## src/rtl/serial_add_ctrl_if.sv

```systemverilog
// Operand/result bundle for serial_add_ctrl: the requester drives the
// operands and controls, the adder returns status and the result.
interface serial_add_ctrl_if #(
  parameter int WIDTH = 8
);
  logic             start;
  logic             abort;
  logic [WIDTH-1:0] a;
  logic [WIDTH-1:0] b;
  logic             cin;
  logic             busy;
  logic             done;
  logic [WIDTH-1:0] sum;
  logic             cout;
  logic             ovf;

  modport master (
    output start, abort, a, b, cin,
    input  busy, done, sum, cout, ovf
  );

  modport slave (
    input  start, abort, a, b, cin,
    output busy, done, sum, cout, ovf
  );
endinterface

```

## src/rtl/serial_add_ctrl.sv

```systemverilog
// Bit-serial adder: a+b+cin computed LSB first through one shared 1-bit full
// adder, one bit per clock, sequenced by a three-state IDLE/RUN/DONE FSM.
module serial_add_ctrl #(
  parameter int WIDTH = 8
) (
  input logic           clk,
  input logic           rst_n,
  serial_add_ctrl_if.slave bus
);
  localparam int                IDX_W    = $clog2(WIDTH);
  localparam logic [IDX_W-1:0]  LAST_IDX = IDX_W'(WIDTH - 1);

  localparam logic [1:0] IDLE = 2'b00;
  localparam logic [1:0] RUN  = 2'b01;
  localparam logic [1:0] DONE = 2'b10;

  logic [1:0]       state;
  logic [WIDTH-1:0] a_reg;
  logic [WIDTH-1:0] b_reg;
  logic             carry;
  logic [IDX_W-1:0] idx;
  logic [WIDTH-1:0] sum_r;
  logic             cout_r;
  logic             ovf_r;
  logic             fa_s;
  logic             fa_cout;

  full_adder u_fa (
    .A    (a_reg[idx]),
    .B    (b_reg[idx]),
    .Cin  (carry),
    .S    (fa_s),
    .Cout (fa_cout)
  );

  // NOTE: every register here is written with <= so all updates on an edge
  // see the pre-edge values (e.g. ovf uses the old carry, not fa_cout).
  always_ff @(posedge clk or negedge rst_n) begin
    if (!rst_n) begin
      state  <= IDLE;
      a_reg  <= '0;
      b_reg  <= '0;
      carry  <= 1'b0;
      idx    <= '0;
      sum_r  <= '0;
      cout_r <= 1'b0;
      ovf_r  <= 1'b0;
    end else begin
      case (state)
        IDLE: begin
          if (bus.start && !bus.abort) begin
            a_reg <= bus.a;
            b_reg <= bus.b;
            carry <= bus.cin;
            sum_r <= '0;
            idx   <= '0;
            state <= RUN;
          end
        end
        RUN: begin
          if (bus.abort) begin
            state <= IDLE;
          end else begin
            sum_r[idx] <= fa_s;
            carry      <= fa_cout;
            if (idx == LAST_IDX) begin
              // Carry into the MSB is the old carry; XOR with carry out flags
              // signed overflow. idx holds at WIDTH-1 so it never overruns.
              cout_r <= fa_cout;
              ovf_r  <= carry ^ fa_cout;
              state  <= DONE;
            end else begin
              idx <= idx + 1'b1;
            end
          end
        end
        DONE:    state <= IDLE;
        default: state <= IDLE;
      endcase
    end
  end

  assign bus.busy = (state == RUN);
  assign bus.done = (state == DONE);
  assign bus.sum  = sum_r;
  assign bus.cout = cout_r;
  assign bus.ovf  = ovf_r;
endmodule

module full_adder (
  input  logic A,
  input  logic B,
  input  logic Cin,
  output logic S,
  output logic Cout
);
  assign S    = A ^ B ^ Cin;
  assign Cout = (A & B) | (Cin & (A ^ B));
endmodule

```

## src/flat_wrapper.sv

```systemverilog
// flat-port wrapper written by rule: the top's interface ports become plain ports
module serial_add_ctrl_flat 
#(
  parameter int WIDTH = 8
)
  (clk, rst_n, bus_start, bus_abort, bus_a, bus_b, bus_cin, bus_busy, bus_done, bus_sum, bus_cout, bus_ovf);
  serial_add_ctrl_if #(.WIDTH(WIDTH)) bus_i ();
  input logic clk;
  input logic rst_n;
  input wire logic [$bits(bus_i.start)-1:0] bus_start;
  input wire logic [$bits(bus_i.abort)-1:0] bus_abort;
  input wire logic [$bits(bus_i.a)-1:0] bus_a;
  input wire logic [$bits(bus_i.b)-1:0] bus_b;
  input wire logic [$bits(bus_i.cin)-1:0] bus_cin;
  output wire logic [$bits(bus_i.busy)-1:0] bus_busy;
  output wire logic [$bits(bus_i.done)-1:0] bus_done;
  output wire logic [$bits(bus_i.sum)-1:0] bus_sum;
  output wire logic [$bits(bus_i.cout)-1:0] bus_cout;
  output wire logic [$bits(bus_i.ovf)-1:0] bus_ovf;
  assign bus_i.start = bus_start;
  assign bus_i.abort = bus_abort;
  assign bus_i.a = bus_a;
  assign bus_i.b = bus_b;
  assign bus_i.cin = bus_cin;
  assign bus_busy = bus_i.busy;
  assign bus_done = bus_i.done;
  assign bus_sum = bus_i.sum;
  assign bus_cout = bus_i.cout;
  assign bus_ovf = bus_i.ovf;
  serial_add_ctrl #(.WIDTH(WIDTH)) u_core (.clk(clk), .rst_n(rst_n), .bus(bus_i));
endmodule
```

## config.mk

```make
export PLATFORM = sky130hd
export DESIGN_NAME = serial_add_ctrl_flat
export DESIGN_NICKNAME = d
export VERILOG_FILES = /design/src/rtl/serial_add_ctrl_if.sv /design/src/rtl/serial_add_ctrl.sv /design/src/flat_wrapper.sv
export SDC_FILE = /design/constraint.sdc
export NUM_CORES = 1
export LEC_CHECK = 0
export BUFFER_PORTS_ARGS = -buffer_cell sky130_fd_sc_hd__buf_2
export CAP_MARGIN = 40
export CELL_PAD_IN_SITES_DETAIL_PLACEMENT = 0
export CELL_PAD_IN_SITES_GLOBAL_PLACEMENT = 1
export CORE_ASPECT_RATIO = 1.5
export CORE_UTILIZATION = 40
export CTS_BUF_LIST = sky130_fd_sc_hd__clkbuf_4 sky130_fd_sc_hd__clkbuf_8 sky130_fd_sc_hd__clkbuf_16
export CTS_CLUSTER_SIZE = 14
export DETAILED_ROUTE_END_ITERATION = 16
export GPL_TIMING_DRIVEN = 1
export PLACE_DENSITY = 0.77
export SETUP_SLACK_MARGIN = 0.15
export SLEW_MARGIN = 25
export SYNTH_ARGS = -nofsm -noshare
export SYNTH_HDL_FRONTEND = slang
export SYNTH_SLANG_ARGS = --single-unit
```

## constraint.sdc

```tcl
create_clock -name clk -period 6.6 [get_ports clk]
set_input_delay 0.66 -clock clk [delete_from_list [all_inputs] [get_ports clk]]
set_output_delay 0.66 -clock clk [all_outputs]
set_load 0.02 [all_outputs]
```

==> impl_results.md, run 1 <==
* Outcome: complete, no violations
* Post-route cell area at 0.00195 sq mm
* Clock Sinks at 32
* Yosys warns at 0
* Slew HR at 53.1%
* Routability cong. at 0.834
* Layout cells sized above 1 at 30.4%
* Slew Viols, Final at 0
* Post-synth EDFFs at 0
* # nets final at 191
* Initial antenna violation count at 0
* Final ANT Viol Nets at 0
* Areal power density over the cells at 315 mW/mm^2
* Internal power at 431 uW
* Hold Slack at 0.419 ns
* Ys flop type: dfrtp_1
* DRT Wirelength at 3.38 mm
* Count of buffers from port buffering at 32
* Final setup TNS at 0 ns
* Final period util at 47.0%
* Vias in the first global route at 1,219
* Max cap viols at 0
* Syn-to-layout area delta at 18.4%
* Worst-margin pin slew at 0.704 ns
* Placeable Area at 0.00396 sq mm
* Post-CTS Resized at 0
* Die ar. at 0.00438 sq mm
* I/O pins at 33
* Starting Density at 41.6%
* Avg Inst Size Synth at 11.9 sq um
* CP endpoint kind: flop
* Overflow after GRT at 0
* Die height at 80.6 um
* P_leak at 0.858 nW
* Syn Std Cell Area at 0.00165 sq mm
* Setup crit start: u_core.idx[0]
* Worst skew pair latency at 0.28 ns
* Register area share after synthesis at 48.7%
* CTS tree: yes
* Count leader, synth: dfrtp_1
* Total track usage at 17.9%
* Synth unique cells at 36
* N_diodes at 0
* Synth async-reset ratio at 100%
* Maximum clock frequency at 322 MHz
* Unrepaired setup endpoints after global routing: no
* Drt first-iter violations at 38
* Clk pwr share at 33.4%
* Final Hold Viols at 0
* Post-DP HPWL at 2.49 mm
* Worst EP required at 6.78 ns
* Flop pwr share at 43.6%
* Number of fill cells at 373
* Total CTS buffers at 5
* Crit Path Class: reg2reg
* Placed cell area at 0.00182 sq mm
* Worst r2r src: u_core.idx[0]
* Sw Ratio at 29.7%
* PnR worst setup slack at 3.50 ns
* CP startpoint kind: flop
* First-pass GRT wire length at 5.66 mm
* R2R cell count at 5
* Logic pwr share at 23.0%
* Pre-Repair DR Iteration Count at 4
* Crit path DAT at 3.29 ns
* Fin Clk Skew at 0.0123 ns
* Synthesized flop and latch total at 32
* Die width at 54.4 um
* P_sw at 183 uW
* Worst-path clk slew at 0.07 ns
* CTS max path bufs at 2
* Routed len/inst at 15.9 um
* DRC at 0
* DP Worst Slack at 3.49 ns
* Area occupied by multi-input gates at 756 sq um
* Largest net degree at the start of global routing at 33
* Root Driver: clkbuf_8
* Placement Rows at 28
* # hold bufs at CTS at 0
* Biggest area consumer among synthesized cells: dfrtp_1
* # setup viols final at 0
* Syn Inst Count at 138
* Final critical-path required period at 3.10 ns
* Syn nets at 162
* Yosys top cell area share at 48.7%
* Area contributors post-synth: dfrtp_1 49%, mux2_1 9.6%, mux2_2 3.4%
* Most frequent cells after synthesis: 32 x dfrtp_1, 14 x mux2_1, 10 x inv_1
* Sequential Area at 801 sq um
* H-tree levels at 2
* Worst-path maximum fanout at 20
* Number of setup buffers added after CTS at 0
* HP Class: in2async
* Worst VDD drop at 0.206 mV
* Via Count at 1,231
* Via/cell ratio at 5.78
-- logic make-up after synthesis --
kind of cell | share of synthesized area [%]
flip-flops | 48.7
AO/OA/AOI/OAI | 14.2
AND/OR/NAND/NOR | 13.0
multiplexers | 15.4
buffers and inverters | 5.40
adder cells (fa/ha/maj) | 2.74
XOR/XNOR | 0.532
-- worst max-delay path: stages (launching register included) --
cell and delay [ns]:
dfrtp_1 0.75, mux2_2 0.40, a2111oi_0 0.55, fa_1 0.53, or4_4 0.52, o32ai_1 0.25
-- routing by layer --
metal  vias to the layer above  wire length (um)  track usage (%)
li1                        570                 -                -
met1                       614              1370             20.9
met2                        38              1770             29.5
met3                         9               172             4.73
met4                         0                65             7.69
met5                         -                 0                0
-- cell usage in the layout, fill, tap and decap left out, types with 2 or more instances in the layout --
master     instances
nor2b_1            2
a21oi_1            4
nand3_1            2
o32ai_1            4
ha_1               2
mux2i_1            4
o21ai_0            4
inv_1             10
or3b_1             2
nor3b_1            3
nor2_1             3
o221ai_1           4
nand2_1            3
nor3_1             3
clkbuf_8           7
mux2_2             5
a2111oi_0          5
dfrtp_1           32
mux2_1            14
a32o_1             4
buf_2             32
nand3b_1           4
-- power groups by stage --
stage	Sequential [mW]	Combinational [mW]	Clock, mW
3_5_place_dp	0.271	0.144	0
4_1_cts	0.267	0.144	0.208
5_1_grt	0.273	0.160	0.216
3_3_place_gp	0.269	0.139	0
6_report	0.268	0.141	0.205
2_1_floorplan	0.257	0.113	0
-- area by class of cell --
class	instances	area share (%)
timing repair buffer	33	8.80
multi-input combinational	85	38.8
tap	45	2.89
clock buffer	7	4.95
clock inverter	1	1.54
inverter	10	1.93
sequential	32	41.1
-- worst paths after layout --
path	end	slack (ns)
max	u_core.bus.sum[7]	3.50
min	u_core.bus.ovf	0.42
max reg2reg	u_core.bus.sum[7]	3.50
min reg2reg	u_core.bus.ovf	0.48
max in group asynchronous	u_core.b_reg[3]	5.72
min in group clk	u_core.bus.ovf	0.48
-- per-stage QoR --
step / power, mW / utilization, % / std cells
final: 0.614 / 49.2 / 213
after CTS: 0.620 / 49.2 / 213
after global placement: 0.408 / 45.7 / 204
after floorplan: 0.370 / - / 138
after detailed placement: 0.415 / 46.0 / 205
after global routing: 0.649 / 49.2 / 213
(Power assumes the default switching activity.)
==> inputs of run 2 (changes only) <==
--- a/config.mk
+++ b/config.mk
@@ -5,17 +5,18 @@
 export SDC_FILE = /design/constraint.sdc
 export NUM_CORES = 1
 export LEC_CHECK = 0
+export ABC_AREA = 1
 export BUFFER_PORTS_ARGS = -buffer_cell sky130_fd_sc_hd__buf_2
 export CAP_MARGIN = 40
 export CELL_PAD_IN_SITES_DETAIL_PLACEMENT = 0
 export CELL_PAD_IN_SITES_GLOBAL_PLACEMENT = 1
 export CORE_ASPECT_RATIO = 1.5
-export CORE_UTILIZATION = 40
+export CORE_UTILIZATION = 39
 export CTS_BUF_LIST = sky130_fd_sc_hd__clkbuf_4 sky130_fd_sc_hd__clkbuf_8 sky130_fd_sc_hd__clkbuf_16
 export CTS_CLUSTER_SIZE = 14
 export DETAILED_ROUTE_END_ITERATION = 16
 export GPL_TIMING_DRIVEN = 1
-export PLACE_DENSITY = 0.77
+export PLACE_DENSITY = 0.82
 export SETUP_SLACK_MARGIN = 0.15
 export SLEW_MARGIN = 25
 export SYNTH_ARGS = -nofsm -noshare
==> constraint.sdc (replaced) <==
create_clock -name clk -period 3.2 [get_ports clk]
set_input_delay 0.32 -clock clk [delete_from_list [all_inputs] [get_ports clk]]
set_output_delay 0.32 -clock clk [all_outputs]
set_load 0.02 [all_outputs]
==> run 2 against run 1 <==
Against the previous run: combinational power rose by 110%; synthesized cell count is 67% higher; hold slack worse by 0.34 ns.
==> impl_results.md, run 2 <==
* Areal power density over the cells at 587 mW/mm^2 (was 315 mW/mm^2)
* Total CTS buffers at 5 (unchanged)
* Via Count at 1,468 (was 1,231)
* Synth async-reset ratio at 100% (unchanged)
* Die width at 55.8 um (was 54.4 um)
* Largest net degree at the start of global routing at 33 (unchanged)
* Count leader, synth: nand2_1 (was dfrtp_1)
* CP startpoint kind: flop (unchanged)
* Gr busiest metal: met2 (unchanged)
* First-pass GRT wire length at 6.45 mm (was 5.66 mm)
* Slew HR at 52.9% (was 53.1%)
* Slew Viols, Final at 0 (unchanged)
* Placement Rows at 29 (was 28)
* Syn nets at 254 (was 162)
* Worst-path clk slew at 0.07 ns (about the same)
* Critical Path Most Common Cell: nand2_1
* Maximum clock frequency at 397 MHz (was 322 MHz)
* Area contributors post-synth: dfrtp_1 47%, nand2_1 23%, nand3_1 10% (was dfrtp_1 49%, mux2_1 9.6%, mux2_2 3.4%)
* Post-route cell area at 0.00196 sq mm (was 0.00195 sq mm)
* Avg Inst Size Synth at 7.35 sq um (was 11.9 sq um)
* Worst VDD drop at 0.292 mV (was 0.206 mV)
* N_diodes at 0 (unchanged)
* Synth unique cells at 19 (was 36)
* Worst-path maximum fanout at 16 (was 20)
* Syn Std Cell Area at 0.00169 sq mm (was 0.00165 sq mm)
* Routability cong. at 0.881 (was 0.834)
* Outcome: complete, no violations (unchanged)
* Number of setup buffers added after CTS at 0 (unchanged)
* Max cap viols at 0 (unchanged)
* # nets final at 285 (was 191)
* M3 GR Usage at 3.27% (was 4.73%)
* HP Class: in2async (unchanged)
* Layout cells sized above 1 at 19.2% (was 30.4%)
* Final Hold Viols at 0 (unchanged)
* Commonest non-fill, non-tap cell in the layout: nand2_1
* CTS tree: yes (unchanged)
* Clock Sinks at 32 (unchanged)
* Syn-to-layout area delta at 16.0% (was 18.4%)
* Initial antenna violation count at 0 (unchanged)
* Die height at 82.6 um (was 80.6 um)
* Placed cell count at 300 (was 205)
* Routed len/inst at 11.7 um (was 15.9 um)
* Met1 Use GR at 19.4% (was 20.9%)
* Overflow after GRT at 0 (unchanged)
* I/O pins at 33 (unchanged)
* CTS max path bufs at 2 (unchanged)
* Cell Chain, Critical Path: inv_1, nand2_1, nand2_1, nand2_1, nand2_1, nand2_1, nand2_1, inv_1, fa_1, inv_1, nand4_1, or2_2, nand2_1 (was mux2_2, a2111oi_0, fa_1, or4_4, o32ai_1)
* Unrepaired setup endpoints after global routing: no (unchanged)
* Final cell count without fillers at 307 (was 213)
* # setup viols final at 0 (unchanged)
* DRC at 0 (unchanged)
* M2 GR Usage at 35.1% (was 29.5%)
* Setup crit start: u_core.idx[0] (unchanged)
* Placeable Area at 0.00421 sq mm (was 0.00396 sq mm)
* Final setup TNS at 0 ns (unchanged)
* Most frequent cells after synthesis: 104 x nand2_1, 34 x nand3_1, 32 x dfrtp_1 (was 32 x dfrtp_1, 14 x mux2_1, 10 x inv_1)
* Fin Clk Skew at 0.00702 ns (was 0.0123 ns)
* Synthesized flop and latch total at 32 (unchanged)
* Final period util at 78.6% (was 47.0%)
* Syn Inst Count at 230 (was 138)
* # hold bufs at CTS at 0 (unchanged)
* DRT Wirelength at 3.58 mm (was 3.38 mm)
* Yosys warns at 0 (unchanged)
* Die ar. at 0.00461 sq mm (was 0.00438 sq mm)
* Crit Path Class: reg2reg (unchanged)
* Slowest CP cell: dfrtp_1 (unchanged)
* Number of fill cells at 464 (was 373)
* Starting Density at 40.2% (was 41.6%)
* R2R cell count at 13 (was 5)
* Biggest area consumer among synthesized cells: dfrtp_1 (unchanged)
* Post-synth EDFFs at 0 (unchanged)
* Post-CTS Resized at 0 (unchanged)
* Crit path DAT at 2.74 ns (was 3.29 ns)
* CP endpoint kind: flop (unchanged)
* Root Driver: clkbuf_8 (unchanged)
* H-tree levels at 2 (unchanged)
* Final critical-path required period at 2.52 ns (was 3.10 ns)
* Yosys top cell area share at 47.4% (was 48.7%)
* Max incr delay on CP at 0.65 ns (was 0.75 ns)
* Pre-Repair DR Iteration Count at 4 (unchanged)
* Worst EP required at 3.43 ns (was 6.78 ns)
* Most frequent cells in the layout: 104 x nand2_1, 34 x nand3_1, 32 x buf_2, 32 x dfrtp_1, 18 x inv_1 (was 32 x buf_2, 32 x dfrtp_1, 14 x mux2_1, 10 x inv_1, 7 x clkbuf_8)
* Count of buffers from port buffering at 32 (unchanged)
* Vias in the first global route at 1,463 (was 1,219)
* Placed cell area at 0.00186 sq mm (was 0.00182 sq mm)
* Worst skew pair latency at 0.28 ns (about the same)
* Total track usage at 18.1% (was 17.9%)
* Via/cell ratio at 4.78 (was 5.78)
* Worst r2r src: u_core.idx[0] (unchanged)
* Final ANT Viol Nets at 0 (unchanged)
* Drt first-iter violations at 28 (was 38)
* Worst-margin pin slew at 0.706 ns (was 0.704 ns)
* Ys flop type: dfrtp_1 (unchanged)
* P_leak at 1.13 nW (was 0.858 nW)
* Post-DP HPWL at 2.68 mm (was 2.49 mm)
* Register area share after synthesis at 47.4% (was 48.7%)
[run 2: path summary, 6_finish.rpt]
check | end | slack (ns)
worst max-delay path | u_core.bus.sum[2] | 0.68
worst min-delay path | u_core.idx[2] | 0.08
worst max register to register | u_core.bus.sum[2] | 0.68
worst min register to register | u_core.bus.sum[5] | 0.47
max in group asynchronous | u_core.a_reg[7] | 2.66
min in group clk | u_core.a_reg[2] | 0.27
[run 2: logic make-up (layout without fill, tap and decap cells)]
family / count (synthesis) / count (layout) / share of synthesized area [%]
buffers and inverters: 28 / 59 / 7.48
adders and majority gates: 3 / 3 / 2.66
DFF: 32 / 32 / 47.4
and+or+nand+nor: 159 / 159 / 39.9
AOI/OAI and AO/OA: 7 / 7 / 2.07
xor gates and xnor gates: 1 / 1 / 0.518
[run 2: worst max-delay path: cells and delay by family (launching register included)]
kind | cells | cell delay [ns]
and+or+nand+nor | 9 | 0.87
buffers and inverters | 3 | 0.49
DFF | 1 | 0.65
adders and majority gates | 1 | 0.43
[run 2: final cells by class]
class                      instances  area, sq um  share of cell area [%]
clock buffer                       7         96.3                    4.91
multi-input combinational        170          763                    38.9
timing repair buffer              34          175                    8.93
tap                               46         57.6                    2.94
sequential                        32          801                    40.8
inverter                          18         67.6                    3.45
[run 2: routing by layer]
layer | part of all wire [%] | wire length (um) | vias up
li1 | - | - | 775
met5 | 0 | 0 | -
met3 | 2.8 | 101 | 5
met4 | 1.6 | 58 | 0
met2 | 54 | 1920 | 25
met1 | 42 | 1500 | 663
[run 2: report_power, final]
part / switching (mW) / internal [mW]
clock network: 0.140 / 0.191
logic: 0.191 / 0.108
registers: 0.0531 / 0.466
[run 2: through the flow]
stage               hold WS (ns)  setup WS (ns)  utilization [%]  power, mW
global route               0.155          0.327             46.6       1.24
finish                    0.0842          0.684             46.6       1.15
CTS                        0.116          0.665             46.6       1.16
floorplan                 0.0244           1.16                -      0.750
global placement           0.413          0.726             44.3      0.827
detailed placement         0.417          0.682             44.3      0.831
==> inputs of run 3 (changes only) <==
==> constraint.sdc (replaced) <==
create_clock -name clk -period 2.41 [get_ports clk]
set_input_delay 0.241 -clock clk [delete_from_list [all_inputs] [get_ports clk]]
set_output_delay 0.241 -clock clk [all_outputs]
set_load 0.02 [all_outputs]
==> run 3 against run 2 <==
Against the previous run: via count increased by 6.3%; largest power group unchanged; die area is the same; design area rose by 8.7%; hold slack gained 0.096 ns; worst setup slack got worse by 0.42 ns; sequential share of layout area is 3.1 points lower; wire length increased by 3.9%; count of clock-buffer cells in the layout stayed put; critical path type unchanged.
==> impl_results.md, run 3 (synthesis gave the netlist of run 2 again) <==
* Die width at 55.8 um (unchanged)
* Pre-Repair DR Iteration Count at 6 (was 4)
* HP Class: in2reg (was in2async)
* Sequential Area at 805 sq um (was 801 sq um)
* R2r endpoint: u_core.bus.sum[6] (was u_core.bus.sum[2])
* Maximum clock frequency at 465 MHz (was 397 MHz)
* Layout cells sized above 1 at 25.6% (was 19.2%)
* CP startpoint kind: flop (unchanged)
* Most frequent cells in the layout: 104 x nand2_1, 34 x nand3_1, 33 x buf_2, 29 x dfrtp_1, 16 x inv_1 (was 104 x nand2_1, 34 x nand3_1, 32 x buf_2, 32 x dfrtp_1, 18 x inv_1)
* Worst-path clk slew at 0.06 ns (was 0.07 ns)
* Placement Rows at 29 (unchanged)
* Area occupied by multi-input gates at 766 sq um (was 763 sq um)
* Hold Slack at 0.181 ns (was 0.0842 ns)
* Clock Sinks at 32 (unchanged)
* Routability cong. at 0.838 (was 0.881)
* CTS max path bufs at 2 (unchanged)
* Total track usage at 17.9% (was 18.1%)
* Worst r2r src: u_core.idx[1] (was u_core.idx[0])
* Commonest non-fill, non-tap cell in the layout: nand2_1 (unchanged)
* P_leak at 1.22 nW (was 1.13 nW)
* Via Count at 1,561 (was 1,468)
* Slew Viols, Final at 0 (unchanged)
* N_diodes at 0 (unchanged)
* DRC at 0 (unchanged)
* Routed len/inst at 11.5 um (was 11.7 um)
* Max cap viols at 0 (unchanged)
* Final setup TNS at 0 ns (unchanged)
* Final critical-path required period at 2.15 ns (was 2.52 ns)
* Pwr Total at 1.73 mW (was 1.15 mW)
* CP endpoint kind: flop (unchanged)
* Final Hold Viols at 0 (unchanged)
* First-pass GRT wire length at 6.25 mm (was 6.45 mm)
* DP Worst Slack at 0.0202 ns (was 0.682 ns)
* Worst-margin pin slew at 0.412 ns (was 0.706 ns)
* Vias in the first global route at 1,395 (was 1,463)
* Largest net degree at the start of global routing at 33 (unchanged)
* Setup crit start: u_core.idx[1] (was u_core.idx[0])
* Starting Density at 40.2% (unchanged)
* Via/cell ratio at 4.83 (was 4.78)
* Worst hold path depth at 3
* Worst EP required at 2.63 ns (was 3.43 ns)
* Worst VDD drop at 0.475 mV (was 0.292 mV)
* Overflow after GRT at 0 (unchanged)
* Final period util at 89.2% (was 78.6%)
* PnR worst setup slack at 0.261 ns (was 0.684 ns)
* R2R cell count at 12 (was 13)
* Outcome: complete, no violations (unchanged)
* Drt first-iter violations at 57 (was 28)
* Areal power density over the cells at 810 mW/mm^2 (was 587 mW/mm^2)
* Hold wc startpoint: bus_b[2]
* Initial antenna violation count at 0 (unchanged)
* Reg2Reg Setup Slack at 0.26 ns (was 0.68 ns)
* Total CTS buffers at 5 (unchanged)
* Crit path DAT at 2.37 ns (was 2.74 ns)
* Syn-to-layout area delta at 26.1% (was 16.0%)
* Post-DP HPWL at 2.70 mm (was 2.68 mm)
* H-tree levels at 2 (unchanged)
* Crit Path Class: reg2reg (unchanged)
* Unrepaired setup endpoints after global routing: no (unchanged)
* Slew HR at 72.4% (was 52.9%)
* Die ar. at 0.00461 sq mm (unchanged)
* Die height at 82.6 um (unchanged)
* I/O pins at 33 (unchanged)
* Final ANT Viol Nets at 0 (unchanged)
* DRT Wirelength at 3.72 mm (was 3.58 mm)
* Worst skew pair latency at 0.28 ns (about the same)
* WHS Endpoint: u_core.b_reg[2]
* Worst-path maximum fanout at 6 (was 16)
* # setup viols final at 0 (unchanged)
* Placeable Area at 0.00421 sq mm (unchanged)
* # nets final at 300 (was 285)
* Root Driver: clkbuf_8 (unchanged)
* CTS tree: yes (unchanged)
* Number of fill cells at 448 (was 464)
* Fin Clk Skew at 0.00311 ns (was 0.00702 ns)
* Count of buffers from port buffering at 32 (unchanged)
[run 3: timing repair]
item / in CTS / in global routing
hold endpoints to repair: 0 / 32
setup endpoints to repair: 5 / 4
resized for setup: 3 / 7
hold buffers: 0 / 1
setup buffers: 0 / 8
[run 3: how the worst max path moves through the flow]
| stage | endpoint | slack, ns | cells after the start |
|---|---|---|---|
| floorplan | u_core.bus.sum[2] | 0.37 | 12 |
| global placement | u_core.bus.sum[6] | 0.02 | 13 |
| detailed placement | u_core.bus.sum[6] | 0.02 | 13 |
| CTS | u_core.bus.sum[6] | 0.17 | 13 |
| global route | u_core.bus.sum[2] | 0.16 | 12 |
| finish | u_core.bus.sum[6] | 0.26 | 12 |
[run 3: cell type report]
cell class                      instances  area share [%]
Clock inverter                          1            1.41
Multi-Input combinational cell        170            35.9
Clock buffer                            7            4.52
Inverter                               18            3.29
Tap cell                               46            2.70
Timing Repair Buffer                   49            14.4
Sequential cell                        32            37.7
[run 3: metal layers]
layer,track usage [%],wire [um]
met5,0,0
met4,10.0,101
met3,3.27,99
met2,33.0,1970
met1,19.4,1550
[run 3: through the flow]
| step | cells | util [%] | area (sq um) |
|---|---|---|---|
| finish | 323 | 50.7 | 2130 |
| global placement | 305 | 45.2 | 1900 |
| global route | 323 | 50.7 | 2130 |
| CTS | 313 | 48.2 | 2030 |
| floorplan | 230 | - | 1690 |
| detailed placement | 305 | 45.2 | 1900 |
[run 3: critical path: stages (launching register included)]
cell	delay [ns]
dfrtp_2	0.45
buf_2	0.17
buf_4	0.14
nand2_1	0.05
nand2_1	0.06
nand2_1	0.06
nand2_1	0.06
inv_1	0.08
fa_1	0.45
inv_2	0.08
nand4_1	0.13
or2_2	0.30
nand2_1	0.06
[run 3: report_power, final]
part / total (mW) / switching, mW / internal, mW / leakage [nW]
Combinational: 0.489 / 0.287 / 0.203 / 0.746
Clock: 0.557 / 0.193 / 0.364 / 0.0645
Sequential: 0.681 / 0.0599 / 0.621 / 0.411
Total: 1.73 / 0.539 / 1.19 / 1.22
